$ cat config.mk
export PLATFORM = sky130hd
export DESIGN_NAME = load_store_unit
export DESIGN_NICKNAME = d
export VERILOG_FILES = /design/src/rtl/load_store_unit.sv
export SDC_FILE = /design/constraint.sdc
export NUM_CORES = 1
export LEC_CHECK = 0
export ABC_AREA = 1
export CORE_MARGIN = 2
export CORE_UTILIZATION = 43
export CTS_BUF_LIST = sky130_fd_sc_hd__clkbuf_16
export CTS_CLUSTER_SIZE = 16
export DETAILED_ROUTE_END_ITERATION = 12
export PLACE_DENSITY = 0.8
export RECOVER_POWER = 100
export SLEW_MARGIN = 0
export SYNTH_ARGS = -nofsm -noshare
export SYNTH_HDL_FRONTEND = slang
export SYNTH_SLANG_ARGS = --single-unit
export TNS_END_PERCENT = 1
$ cat constraint.sdc
create_clock -name clk -period 1.7 [get_ports clk]
set_input_delay 0.51 -clock clk [delete_from_list [all_inputs] [get_ports clk]]
set_output_delay 0.51 -clock clk [all_outputs]
set_load 0.01 [all_outputs]
$ cat src/rtl/load_store_unit.sv
// Load/store stage: one B/H/W access per operation over a valid/ready bus, with lane steering and load extension.
// Optional misalignment trap is enabled by defining LSU_MISALIGN_TRAP_EN.
module load_store_unit (
    input  logic        clk,
    input  logic        rst_n,
    input  logic        op_valid,
    output logic        op_ready,
    input  logic        op_load,
    input  logic [2:0]  op_size,
    input  logic [31:0] op_addr,
    input  logic [31:0] op_wdata,
    output logic        result_valid,
    output logic [31:0] result_data,
    output logic        misalign_err,
    output logic        mem_req,
    input  logic        mem_ready,
    output logic        mem_we,
    output logic [31:0] mem_addr,
    output logic [31:0] mem_wdata,
    output logic [3:0]  mem_wstrb,
    input  logic        mem_rvalid,
    input  logic [31:0] mem_rdata
);
    localparam logic [1:0] S_IDLE = 2'd0;
    localparam logic [1:0] S_REQ  = 2'd1;
    localparam logic [1:0] S_WAIT = 2'd2;
    localparam logic [1:0] S_DONE = 2'd3;

    logic [1:0]  state_q, state_d;
    logic        load_q, uns_q;
    logic [1:0]  size_q, lane_q;
    logic        we_q;
    logic [31:0] addr_q, wdata_q, rdata_q;
    logic [3:0]  strb_q;

    logic        accept;
    logic        skip_bus;
    logic [3:0]  strb_d;
    logic [31:0] wdata_d;
    logic [7:0]  byte_sel;
    logic [15:0] half_sel;
    logic [31:0] ext_d;

    assign accept = op_valid && (state_q == S_IDLE);

`ifdef LSU_MISALIGN_TRAP_EN
    logic mis_d, mis_q;
    // Size codes 1x (W and the undefined ones) all need a word-aligned address.
    assign mis_d = (op_size[1:0] == 2'b01) ? op_addr[0]
                 : (op_size[1] ? |op_addr[1:0] : 1'b0);
    assign skip_bus     = mis_d;
    assign misalign_err = (state_q == S_DONE) && mis_q;

    always_ff @(posedge clk or negedge rst_n) begin
        if (!rst_n)      mis_q <= 1'b0;
        else if (accept) mis_q <= mis_d;
    end
`else
    assign skip_bus     = 1'b0;
    assign misalign_err = 1'b0;
`endif

    // Store lane steering; low address bits below the access size are ignored.
    always_comb begin
        strb_d  = 4'b1111;
        wdata_d = op_wdata;
        case (op_size[1:0])
            2'b00: begin
                strb_d  = 4'b0001 << op_addr[1:0];
                wdata_d = {4{op_wdata[7:0]}};
            end
            2'b01: begin
                strb_d  = 4'b0011 << {op_addr[1], 1'b0};
                wdata_d = {2{op_wdata[15:0]}};
            end
            default: ;
        endcase
        if (op_load) strb_d = 4'b0000;
    end

    always_comb begin
        byte_sel = mem_rdata[{lane_q, 3'b000} +: 8];
        half_sel = lane_q[1] ? mem_rdata[31:16] : mem_rdata[15:0];
        case (size_q)
            2'b00:   ext_d = {{24{~uns_q & byte_sel[7]}}, byte_sel};
            2'b01:   ext_d = {{16{~uns_q & half_sel[15]}}, half_sel};
            default: ext_d = mem_rdata;
        endcase
    end

    always_comb begin
        state_d = state_q;
        case (state_q)
            S_IDLE: if (op_valid)   state_d = skip_bus ? S_DONE : S_REQ;
            S_REQ:  if (mem_ready)  state_d = load_q ? S_WAIT : S_DONE;
            S_WAIT: if (mem_rvalid) state_d = S_DONE;
            default:                state_d = S_IDLE;
        endcase
    end

    always_ff @(posedge clk or negedge rst_n) begin
        if (!rst_n) begin
            state_q <= S_IDLE;
            load_q  <= 1'b0;
            uns_q   <= 1'b0;
            size_q  <= 2'b00;
            lane_q  <= 2'b00;
            we_q    <= 1'b0;
            addr_q  <= '0;
            wdata_q <= '0;
            strb_q  <= 4'b0000;
            rdata_q <= '0;
        end else begin
            state_q <= state_d;
            if (accept) begin
                load_q  <= op_load;
                uns_q   <= op_size[2];
                size_q  <= op_size[1:0];
                lane_q  <= op_addr[1:0];
                we_q    <= ~op_load;
                addr_q  <= {op_addr[31:2], 2'b00};
                wdata_q <= wdata_d;
                strb_q  <= strb_d;
            end
            if (state_q == S_WAIT && mem_rvalid) rdata_q <= ext_d;
        end
    end

    assign op_ready     = (state_q == S_IDLE);
    assign result_valid = (state_q == S_DONE);
    assign result_data  = rdata_q;
    assign mem_req      = (state_q == S_REQ);
    assign mem_we       = we_q;
    assign mem_addr     = addr_q;
    assign mem_wdata    = wdata_q;
    assign mem_wstrb    = strb_q;
endmodule

==> results of run 1 <==
[area by class of cell]
cell class | count | area [um^2] | area share [%]
multi-input cells | 446 | 2091 | 27.15
well taps | 143 | 178.9 | 2.323
inverters | 40 | 155.1 | 2.015
clock inverters | 6 | 82.58 | 1.072
flip-flops and latches | 107 | 2679 | 34.78
repair buffers | 245 | 2290 | 29.73
clock buffers | 9 | 225.2 | 2.924
[worst paths after layout]
path / start / to / slack (ps) / depth (start not counted)
setup / recovery: state_q[0]$_DFFE_PN0P_ / mem_req / -10 / 3
setup reg to reg: state_q[0]$_DFFE_PN0P_ / result_data[26]$_DFFE_PN0P_ / 30 / 9
max in group asynchronous: rst_n / mem_wdata[31]$_DFFE_PN0P_ / 280 / 2
hold reg to reg: result_data[8]$_DFFE_PN0P_ / result_data[8]$_DFFE_PN0P_ / 480 / 2
min in group clk: result_data[8]$_DFFE_PN0P_ / result_data[8]$_DFFE_PN0P_ / 480 / 2
hold / removal: rst_n / result_data[22]$_DFFE_PN0P_ / 440 / 1
[critical path, cell delays in order (launching register included)]
cell	delay, ps
sky130_fd_sc_hd__dfrtp_1	400
sky130_fd_sc_hd__buf_4	150
sky130_fd_sc_hd__ha_2	180
sky130_fd_sc_hd__buf_2	130
[per-layer routing]
layer | routed length [um] | vias to the layer above | GRT usage [%]
li1 | - | 2432 | -
met1 | 6350 | 2395 | 29.89
met2 | 7716 | 228 | 41.73
met3 | 1488 | 26 | 8.045
met4 | 331 | 0 | 9.187
met5 | 0 | - | 0
[power groups by stage]
stage	Clock (uW)	Combinational (uW)	Sequential (uW)
4_1_cts	2210	6070	4490
3_5_place_dp	0	6820	4550
6_report	2160	6190	4500
5_1_grt	2310	6820	4640
3_3_place_gp	0	6640	4520
2_1_floorplan	0	2770	4920
[cell usage in the layout (no fill, tap or decap), types with 15 or more instances in the layout]
master	count
sky130_fd_sc_hd__buf_4	27
sky130_fd_sc_hd__a21oi_2	25
sky130_fd_sc_hd__nand2_1	240
sky130_fd_sc_hd__clkdlybuf4s50_1	103
sky130_fd_sc_hd__o21ai_0	60
sky130_fd_sc_hd__dlygate4sd2_1	99
sky130_fd_sc_hd__nor2_1	33
sky130_fd_sc_hd__a21oi_1	48
sky130_fd_sc_hd__dfrtp_1	106
sky130_fd_sc_hd__nand3_1	15
sky130_fd_sc_hd__inv_1	34
[sequential cells by signal (all words and copies together), names as in the netlist]
| register | cells |
|---|---|
| lane_q | 2 |
| mem_wdata | 32 |
| mem_we | 1 |
| load_q | 1 |
| result_data | 32 |
| size_q | 2 |
| mem_wstrb | 4 |
| mem_addr | 30 |
| state_q | 2 |
| uns_q | 1 |
[logic make-up (layout without fill, tap and decap cells)]
family | Yosys count | count (layout) | share of synthesized area [%]
muxes | 1 | 1 | 0.2230
buffers and inverters | 80 | 300 | 7.162
other | 1 | 3 | 0.07428
AOI/OAI and AO/OA | 144 | 144 | 15.44
DFF | 107 | 107 | 53.04
adders and majority gates | 4 | 4 | 0.9914
and+or+nand+nor | 294 | 294 | 23.07
[timing repair]
item,CTS,global route
setup buffers,1,0
endpoints found under the setup margin,102,64
resized for setup,110,34
cloned,0,1
hold buffers,0,0
[per-stage QoR]
stage	utilization [%]	instances	hold slack [ps]	area, um^2
after floorplan	-	633	214.4	5056
after global placement	65.21	979	423.7	7446
after detailed placement	65.21	979	428.2	7446
after CTS	66.81	995	56.09	7629
after global routing	67.44	996	500.0	7701
final	67.44	996	442.0	7701
==> impl_results.md, run 1 <==
- Leakage power: 0.003931 uW
- Synth Instances: between 600 and 700
- Number of diodes added for antenna fixing: 0
- Setup crit start kind: flip-flop
- Class of the most critical hold timing path: input port to async pin
- Violations in the final reports: negative setup slack
- Fraction of synthesis flops using an asynchronous set or reset pin: 100.0%
- Global Route Usage Sum: between 20 and 25%
- Net switching component of the power: 5078 uW
- Final slew viol count: 0
- Primary FF master, synth: sky130_fd_sc_hd__dfrtp_1
- Critical setup path kind: flip-flop to output pin
- Critical-path maximum fanout: 3
- Yosys warning count: 0
- Synth cell count leaders: 240 x sky130_fd_sc_hd__nand2_1, 107 x sky130_fd_sc_hd__dfrtp_1, 65 x sky130_fd_sc_hd__o21ai_0, 63 x sky130_fd_sc_hd__a21oi_1, 37 x sky130_fd_sc_hd__inv_1
- Global-route wire length before repair: 25,160 um
- Area of the die: 12,620 um^2
- Fin. Hold Viols: 0
- Detail Placement HPWL: 11,760 um
- Comb power frac: about half
- Fmax achieved: 0.5840 GHz
- Unique masters post-synth: 27
- Die outline width: approximately 110 um
- Number of placed I/O pins: between 200 and 250
- Die boundary height: approximately 110 um
- Endpoint class of the critical path: output pin
- # Max-Cap Violations: 0
- Cell taking the most area after synthesis: sky130_fd_sc_hd__dfrtp_1
- Post-route setup TNS: -22.30 ps
- Area fraction of the dominant cell type after synthesis: 53.04%
- Setup repair after global routing missed its margin: yes
- Avg Synthesized Cell Area: 8.001 um^2
- Final setup violating endpoints: 2
- Flip-flop and latch count after synthesis: 107
- Outcome: finished, violations left
- Clock tree from TritonCTS: done
- Worst VDD drop: 0.0008718 V
- Total power draw: between 10,000 and 15,000 uW
- Global-route congestion overflow total: 0
- H-tree levels: 3
- Std-Cell Core Area: roughly 11,000 um^2
- Clk Tree Root Cell: sky130_fd_sc_hd__clkbuf_16
- Max Root-Sink Buffers: 2
- Clock-pin slew on the worst setup and hold paths: 70 ps
- Vias per cell: about 5
- Number of buffers added on ports: around 210
- Part of the Yosys area used for sequential elements: 53.04%
- Relative slew slack: 12.98%
- Portion of total power attributed to sequential cells: 35.0%
- Crit path DAT: 1200 ps
- Starting density of the core: 44.21%
- Post-Synthesis Cell Area: ~5000 um^2
- Floorplan row count: 39
- Worst Path Required: 1190 ps
- Leading post-synthesis cells by cell area: sky130_fd_sc_hd__dfrtp_1 53%, sky130_fd_sc_hd__nand2_1 18%, sky130_fd_sc_hd__o21ai_0 6.4%
- Pin count of the biggest net entering global routing: slightly below 90
- Switching share of power: 39.51%
- DRC violations left: 0
- Number of nets in the layout: 958
- Fraction of final layout cells with drive strength greater than 1: 11.49%
- Via count of the routed design: 5,081
- Count of filler cells inserted in the layout: around 950
- Mean routed wirelength per cell: 15.95 um
- Worst clock skew: 6.041 ps
- DRT iter0 DRCs: approximately 350
- Remaining number of nets flagged by the antenna check after routing: 0
- Cell with the most instances after synthesis: sky130_fd_sc_hd__nand2_1
- Slew at the pin with the worst max-slew slack: 1305 ps
- Fraction of the cycle the final worst path needs: 100.7%
- PnR worst setup slack: -12.35 ps
- Vias in the first global route: around 5,200
- Last weighted congestion value of the routability-driven placer: 0.8765
- Internal Power: approximately 7800 uW
- Area overhead of the layout relative to synthesis: 52.54%
- Clk sink count: 107
- Worst skew pair latency: 340 ps
- Fraction of power consumed by the clock network: between 10% and 20%
- Total Wirelength: roughly 16,000 um
- Power per Cell Area: 1669 nW/um^2
- Shortest period the worst path allows: 1712 ps
- Count of flip-flops with a built-in enable after synthesis: 0
- Minimum setup slack after placement: -131.9 ps
- Number of antenna violations at the first check in global routing: 0
- Iteration count of the initial detailed-routing pass: 5
- Cts bufs inserted: 9
Note: power is estimated with default switching activity, not from simulation.
==> inputs of run 2 (changes only) <==
Settings changed: RECOVER_POWER 100 to unset.
==> run 2 against run 1 <==
  * The run still ends with negative setup slack left
  * Total power is 0.62% higher
  * Sequential power about the same
  * Flip-flop and latch count is the same
  * Setup slack is essentially flat
  * Via count up 0.43%
  * Sequential share of layout area is 0.22 points lower
  * Cell count stayed put
==> impl_results.md, run 2 (synthesis gave the netlist of run 1 again) <==
- Vias per cell: roughly 5.1
- Number of cells traversed by the worst register-to-register path: 9
- Die boundary height: between 100 and 150 um
- Via count of the routed design: 5,103
- Post-layout util: 67.87%
- Setup repair after global routing missed its margin: yes
- Last weighted congestion value of the routability-driven placer: 0.8765
- Global-route congestion overflow total: 0
- # placed instances: 979
- Critical setup path kind: flip-flop to output pin
- Iteration count of the initial detailed-routing pass: 4
- H-tree levels: 3
- Fin. Hold Viols: 0
- DRT iter0 DRCs: roughly 310
- Detail Placement HPWL: 11,760 um
- Number of antenna violations at the first check in global routing: 0
- Floorplan row count: 39
- Power per Cell Area: 1669 nW/um^2
- Worst Path Required: 1190 ps
- Starting density of the core: 44.21%
- Global-route wire length before repair: 25,160 um
- Leakage power: 0.003957 uW
- Final setup violating endpoints: 2
- Area overhead of the layout relative to synthesis: 53.51%
- Most frequent cells in the layout: 238 x sky130_fd_sc_hd__nand2_1, 106 x sky130_fd_sc_hd__dfrtp_1, 103 x sky130_fd_sc_hd__clkdlybuf4s50_1
- Number of nets in the layout: 958
- Critical-path maximum fanout: 3
- Cts bufs inserted: 9
- Die outline width: 112.4 um
- Number of diodes added for antenna fixing: 0
- Fraction of the cycle the final worst path needs: 100.7%
- Vias in the first global route: 5,200
- Number of standard cells in the layout, taps in and fillers out: roughly 1,000
- Worst VDD drop: 0.0008695 V
- Fmax achieved: 0.5841 GHz
- Min Hold Slack: about 58 ps
- Class of the most critical hold timing path: input port to async pin
- Clock-pin slew on the worst setup and hold paths: 70 ps
- Shortest period the worst path allows: roughly 1700 ps
- Final slew viol count: 0
- DRC violations left: 0
- Outcome: finished, violations left
- Pin count of the biggest net entering global routing: 89
- Commonest non-fill, non-tap cell in the layout: sky130_fd_sc_hd__nand2_1
- Crit path DAT: 1200 ps
- Clk Tree Root Cell: sky130_fd_sc_hd__clkbuf_16
- Clock tree from TritonCTS: done
- Total Wirelength: 15,830 um
- Clk sink count: 107
- Worst clock skew: 8.029 ps
- Number of placed I/O pins: 210
- Endpoint class of the critical path: output pin
- Area of the die: ~13,000 um^2
- PnR worst setup slack: -11.95 ps
- Std-Cell Core Area: roughly 11,000 um^2
- Number of hold buffers added after cts: 0
- # Max-Cap Violations: 0
- Mean routed wirelength per cell: 15.89 um
- Violations in the final reports: negative setup slack
- Max Root-Sink Buffers: 2
- Total power draw: 12,930 uW
- Global Route Usage Sum: 24.79%
- Remaining number of nets flagged by the antenna check after routing: 0
- Number of buffers added on ports: 206
- Setup crit start kind: flip-flop
- Worst skew pair latency: 340 ps
- Fraction of final layout cells with drive strength greater than 1: 11.84%
run 2: area by class of cell:
cell class,instances,area (um^2)
clock buffers,9,225.2
repair buffers,245,2326
clock inverters,6,82.58
multi-input cells,446,2101
inverters,40,157.7
well taps,143,178.9
flip-flops and latches,107,2679
fillers,945,3669
run 2: layer usage:
layer / vias up / track usage (%) / wire length (um)
li1: 2431 / - / -
met1: 2407 / 29.89 / 6291
met2: 241 / 41.73 / 7693
met3: 24 / 8.045 / 1512
met4: 0 / 9.187 / 330
met5: - / 0 / 0
run 2: per-stage QoR:
stage / setup WS [ps] / instance area, um^2 / setup TNS [ps]
after floorplan: 148.9 / 5056 / 0
after global placement: -107.0 / 7446 / -3039
after detailed placement: -131.9 / 7446 / -6219
after CTS: -52.97 / 7629 / -100.0
after global routing: -48.90 / 7750 / -148.2
final: -11.95 / 7750 / -22.11
run 2: what timing repair did:
item	in CTS	in global routing
cloned	0	1
setup buffers	1	0
endpoints found under the setup margin	102	64
resized for setup	110	34
endpoints found under the hold margin	0	0
run 2: path summary, 6_finish.rpt:
path,from,end,slack (ps)
min,rst_n,result_data[22]$_DFFE_PN0P_,60
max,state_q[0]$_DFFE_PN0P_,mem_req,-10
min reg2reg,mem_addr[26]$_DFFE_PN0P_,mem_addr[26]$_DFFE_PN0P_,480
min in group clk,mem_addr[26]$_DFFE_PN0P_,mem_addr[26]$_DFFE_PN0P_,480
max in group asynchronous,rst_n,mem_wdata[31]$_DFFE_PN0P_,1030
max reg2reg,state_q[0]$_DFFE_PN0P_,result_data[26]$_DFFE_PN0P_,40
run 2: worst max-delay path, cell delays in order (launching register included):
cell and delay (ps):
sky130_fd_sc_hd__dfrtp_1 400, sky130_fd_sc_hd__buf_4 150, sky130_fd_sc_hd__ha_2 180, sky130_fd_sc_hd__buf_2 130
run 2: report_power, final:
group | switching (uW) | internal (uW)
clock | 892 | 1270
sequential | 744 | 3760
combinational | 3460 | 2800
total | 5100 | 7840
==> inputs of run 3 (changes only) <==
Settings changed: CORE_UTILIZATION 43 to 35, PLACE_DENSITY 0.8 to 0.68, REMOVE_ABC_BUFFERS set to 1, SETUP_SLACK_MARGIN set to 0.5.
==> run 3 against run 2 <==
  * The flow now finishes without violations
  * Hold slack improved by 420 ps
  * Global-route usage fell by 4.2 points
  * Cell count rose by 3.8%
  * Wire length rose by 1.6%
  * Register-to-register slack improved by 200 ps
  * Sequential power rose by 2%
  * Setup slack improved by 28 ps
  * Clock power fell by 8%
  * Core utilization fell by 11 points
  * Combinational power rose by 14%
  * Via count fell by 1.2%
  * Maximum frequency rose by 1.6%
==> impl_results.md, run 3 (synthesis gave the netlist of run 1 again) <==
- Outcome: completed
- Worst VDD drop: 0.0007928 V
- Fraction of final layout cells with drive strength greater than 1: 27.99%
- Number of nets in the layout: 958
- Fin. Hold Viols: 0
- Global-route wire length before repair: 24,350 um
- Iteration count of the initial detailed-routing pass: 5
- Portion of total power attributed to sequential cells: 33.6%
- Die boundary height: 124.1 um
- Critical-path maximum fanout: 2
- Std-Cell Core Area: 13,990 um^2
- Switching share of power: 41.13%
- Endpoint class of the critical path: output pin
- Mean routed wirelength per cell: 15.55 um
- DRC violations left: 0
- Register cell area after layout: 2680 um^2
- Max Root-Sink Buffers: 2
- Final design area excluding fillers: about 8000 um^2
- Floorplan row count: 43
- Net switching component of the power: 5644 uW
- Remaining number of nets flagged by the antenna check after routing: 0
- Comb power frac: between 50 and 60%
- Crit path DAT: ~1200 ps
- PnR worst setup slack: 15.58 ps
- DRT iter0 DRCs: between 400 and 500
- Cts bufs inserted: 9
- Worst-path cell with the longest stage delay: sky130_fd_sc_hd__dfrtp_1
- Fraction of power consumed by the clock network: 14.6%
- Number of buffers added on ports: 206
- Internal Power: 8078 uW
- Cells along the critical path: buf_4 -> ha_4 -> buf_6
- Fraction of the cycle the final worst path needs: a little under 100%
- Power per Cell Area: approximately 1700 nW/um^2
- Worst skew pair latency: 350 ps
- Global Route Usage Sum: 20.60%
- Last weighted congestion value of the routability-driven placer: 0.8652
- Most frequent cells in the layout: 226 x sky130_fd_sc_hd__nand2_1, 105 x sky130_fd_sc_hd__dfrtp_1, 97 x sky130_fd_sc_hd__clkdlybuf4s50_1
- Worst clock skew: 6.455 ps
- H-tree levels: 3
- Dpl cell area: 7527 um^2
- Worst Path Required: 1190 ps
- Critical setup path kind: flip-flop to output pin
- Number of placed I/O pins: 210
- Leakage power: 0.003958 uW
- Clk sink count: 107
- Setup repair after global routing missed its margin: yes
- Clock tree from TritonCTS: done
- Via count of the routed design: a little over 5,000
- Final slew viol count: 0
- Area occupied by multi-input gates: 2332 um^2
- Clk Tree Root Cell: sky130_fd_sc_hd__clkbuf_16
- Final setup violating endpoints: 0
- Clock-pin slew on the worst setup and hold paths: roughly 70 ps
- Number of diodes added for antenna fixing: 0
- Setup crit start kind: flip-flop
- Count of filler cells inserted in the layout: 1,296
- Area of the die: 15,400 um^2
- Die outline width: 124.1 um
- Number of antenna violations at the first check in global routing: 1
- Commonest non-fill, non-tap cell in the layout: sky130_fd_sc_hd__nand2_1
- Class of the most critical hold timing path: flip-flop to flip-flop
- Total Wirelength: 16,080 um
- Global-route congestion overflow total: 0
- Detail Placement HPWL: roughly 12,000 um
- Fmax achieved: 0.5937 GHz
- Shortest period the worst path allows: roughly 1700 ps
- Pin count of the biggest net entering global routing: 67
- Vias in the first global route: between 4,000 and 5,000
- Starting density of the core: 36.09%
- Post-route setup TNS: 0 ps
- # Max-Cap Violations: 0
- Area overhead of the layout relative to synthesis: 58.07%
- Stage delay of the slowest cell on the critical path: 390 ps
- Postcts setup bufs: 0
- Vias per cell: 4.876
- Minimum setup slack after placement: -138.0 ps
==> run 3: timing repair <==
action	4_1_cts	5_1_grt
gates resized for setup	123	463
setup endpoints to repair	209	209
hold buffers	1	0
gates cloned	0	2
endpoints found under the hold margin	1	0
pin swaps	2	56
==> run 3: worst max-delay path: cells and delay by family, from the launching register on <==
kind | cells | cell delay, ps
adders and majority gates | 1 | 160
buffers and inverters | 2 | 270
DFF | 1 | 390
==> run 3: worst paths after layout <==
check | startpoint | to | slack, ps | cells after the start
max in group asynchronous | rst_n | size_q[1]$_DFFE_PN0P_ | 630 | 3
min | mem_addr[25]$_DFFE_PN0P_ | mem_addr[25]$_DFFE_PN0P_ | 470 | 2
min in group asynchronous | rst_n | result_data[12]$_DFFE_PN0P_ | 500 | 2
max reg2reg | lane_q[1]$_DFFE_PN0P_ | result_data[24]$_DFFE_PN0P_ | 240 | 7
min reg2reg | mem_addr[25]$_DFFE_PN0P_ | mem_addr[25]$_DFFE_PN0P_ | 470 | 2
max | state_q[1]$_DFFE_PN0P_ | result_valid | 20 | 3
==> run 3: metal layers <==
metal / routed length, um / vias to the layer above / track usage [%]
li1: - / 2445 / -
met1: 6583 / 2363 / 25.67
met2: 7576 / 207 / 33.47
met3: 1595 / 25 / 7.189
met4: 312 / 2 / 6.671
met5: 11 / - / 0
==> run 3: stage by stage <==
step	total power (uW)	hold WS (ps)	utilization, %	cells
2_1_floorplan	7489	214.4	-	593
3_3_place_gp	11230	320.4	53.81	1015
3_5_place_dp	11410	319.0	53.81	1015
4_1_cts	12770	481.6	55.30	1032
5_1_grt	14740	501.9	57.05	1034
6_report	13720	474.5	57.05	1034
==> run 3: power groups by stage <==
| stage | Clock (uW) | Combinational (uW) | Sequential, uW |
|---|---|---|---|
| 2_1_floorplan | 0 | 2430 | 5060 |
| 3_3_place_gp | 0 | 6750 | 4490 |
| 3_5_place_dp | 0 | 6880 | 4530 |
| 4_1_cts | 2060 | 6230 | 4480 |
| 5_1_grt | 2170 | 7810 | 4760 |
| 6_report | 2000 | 7110 | 4610 |
==> run 3: final cells by class <==
type                       count  share of cell area [%]
clock inverter                 7                  0.6428
sequential                   107                   33.58
tap                          180                   2.822
clock buffer                   9                   2.822
timing repair buffer         245                   28.86
inverter                      40                   2.038
multi-input combinational    446                   29.23
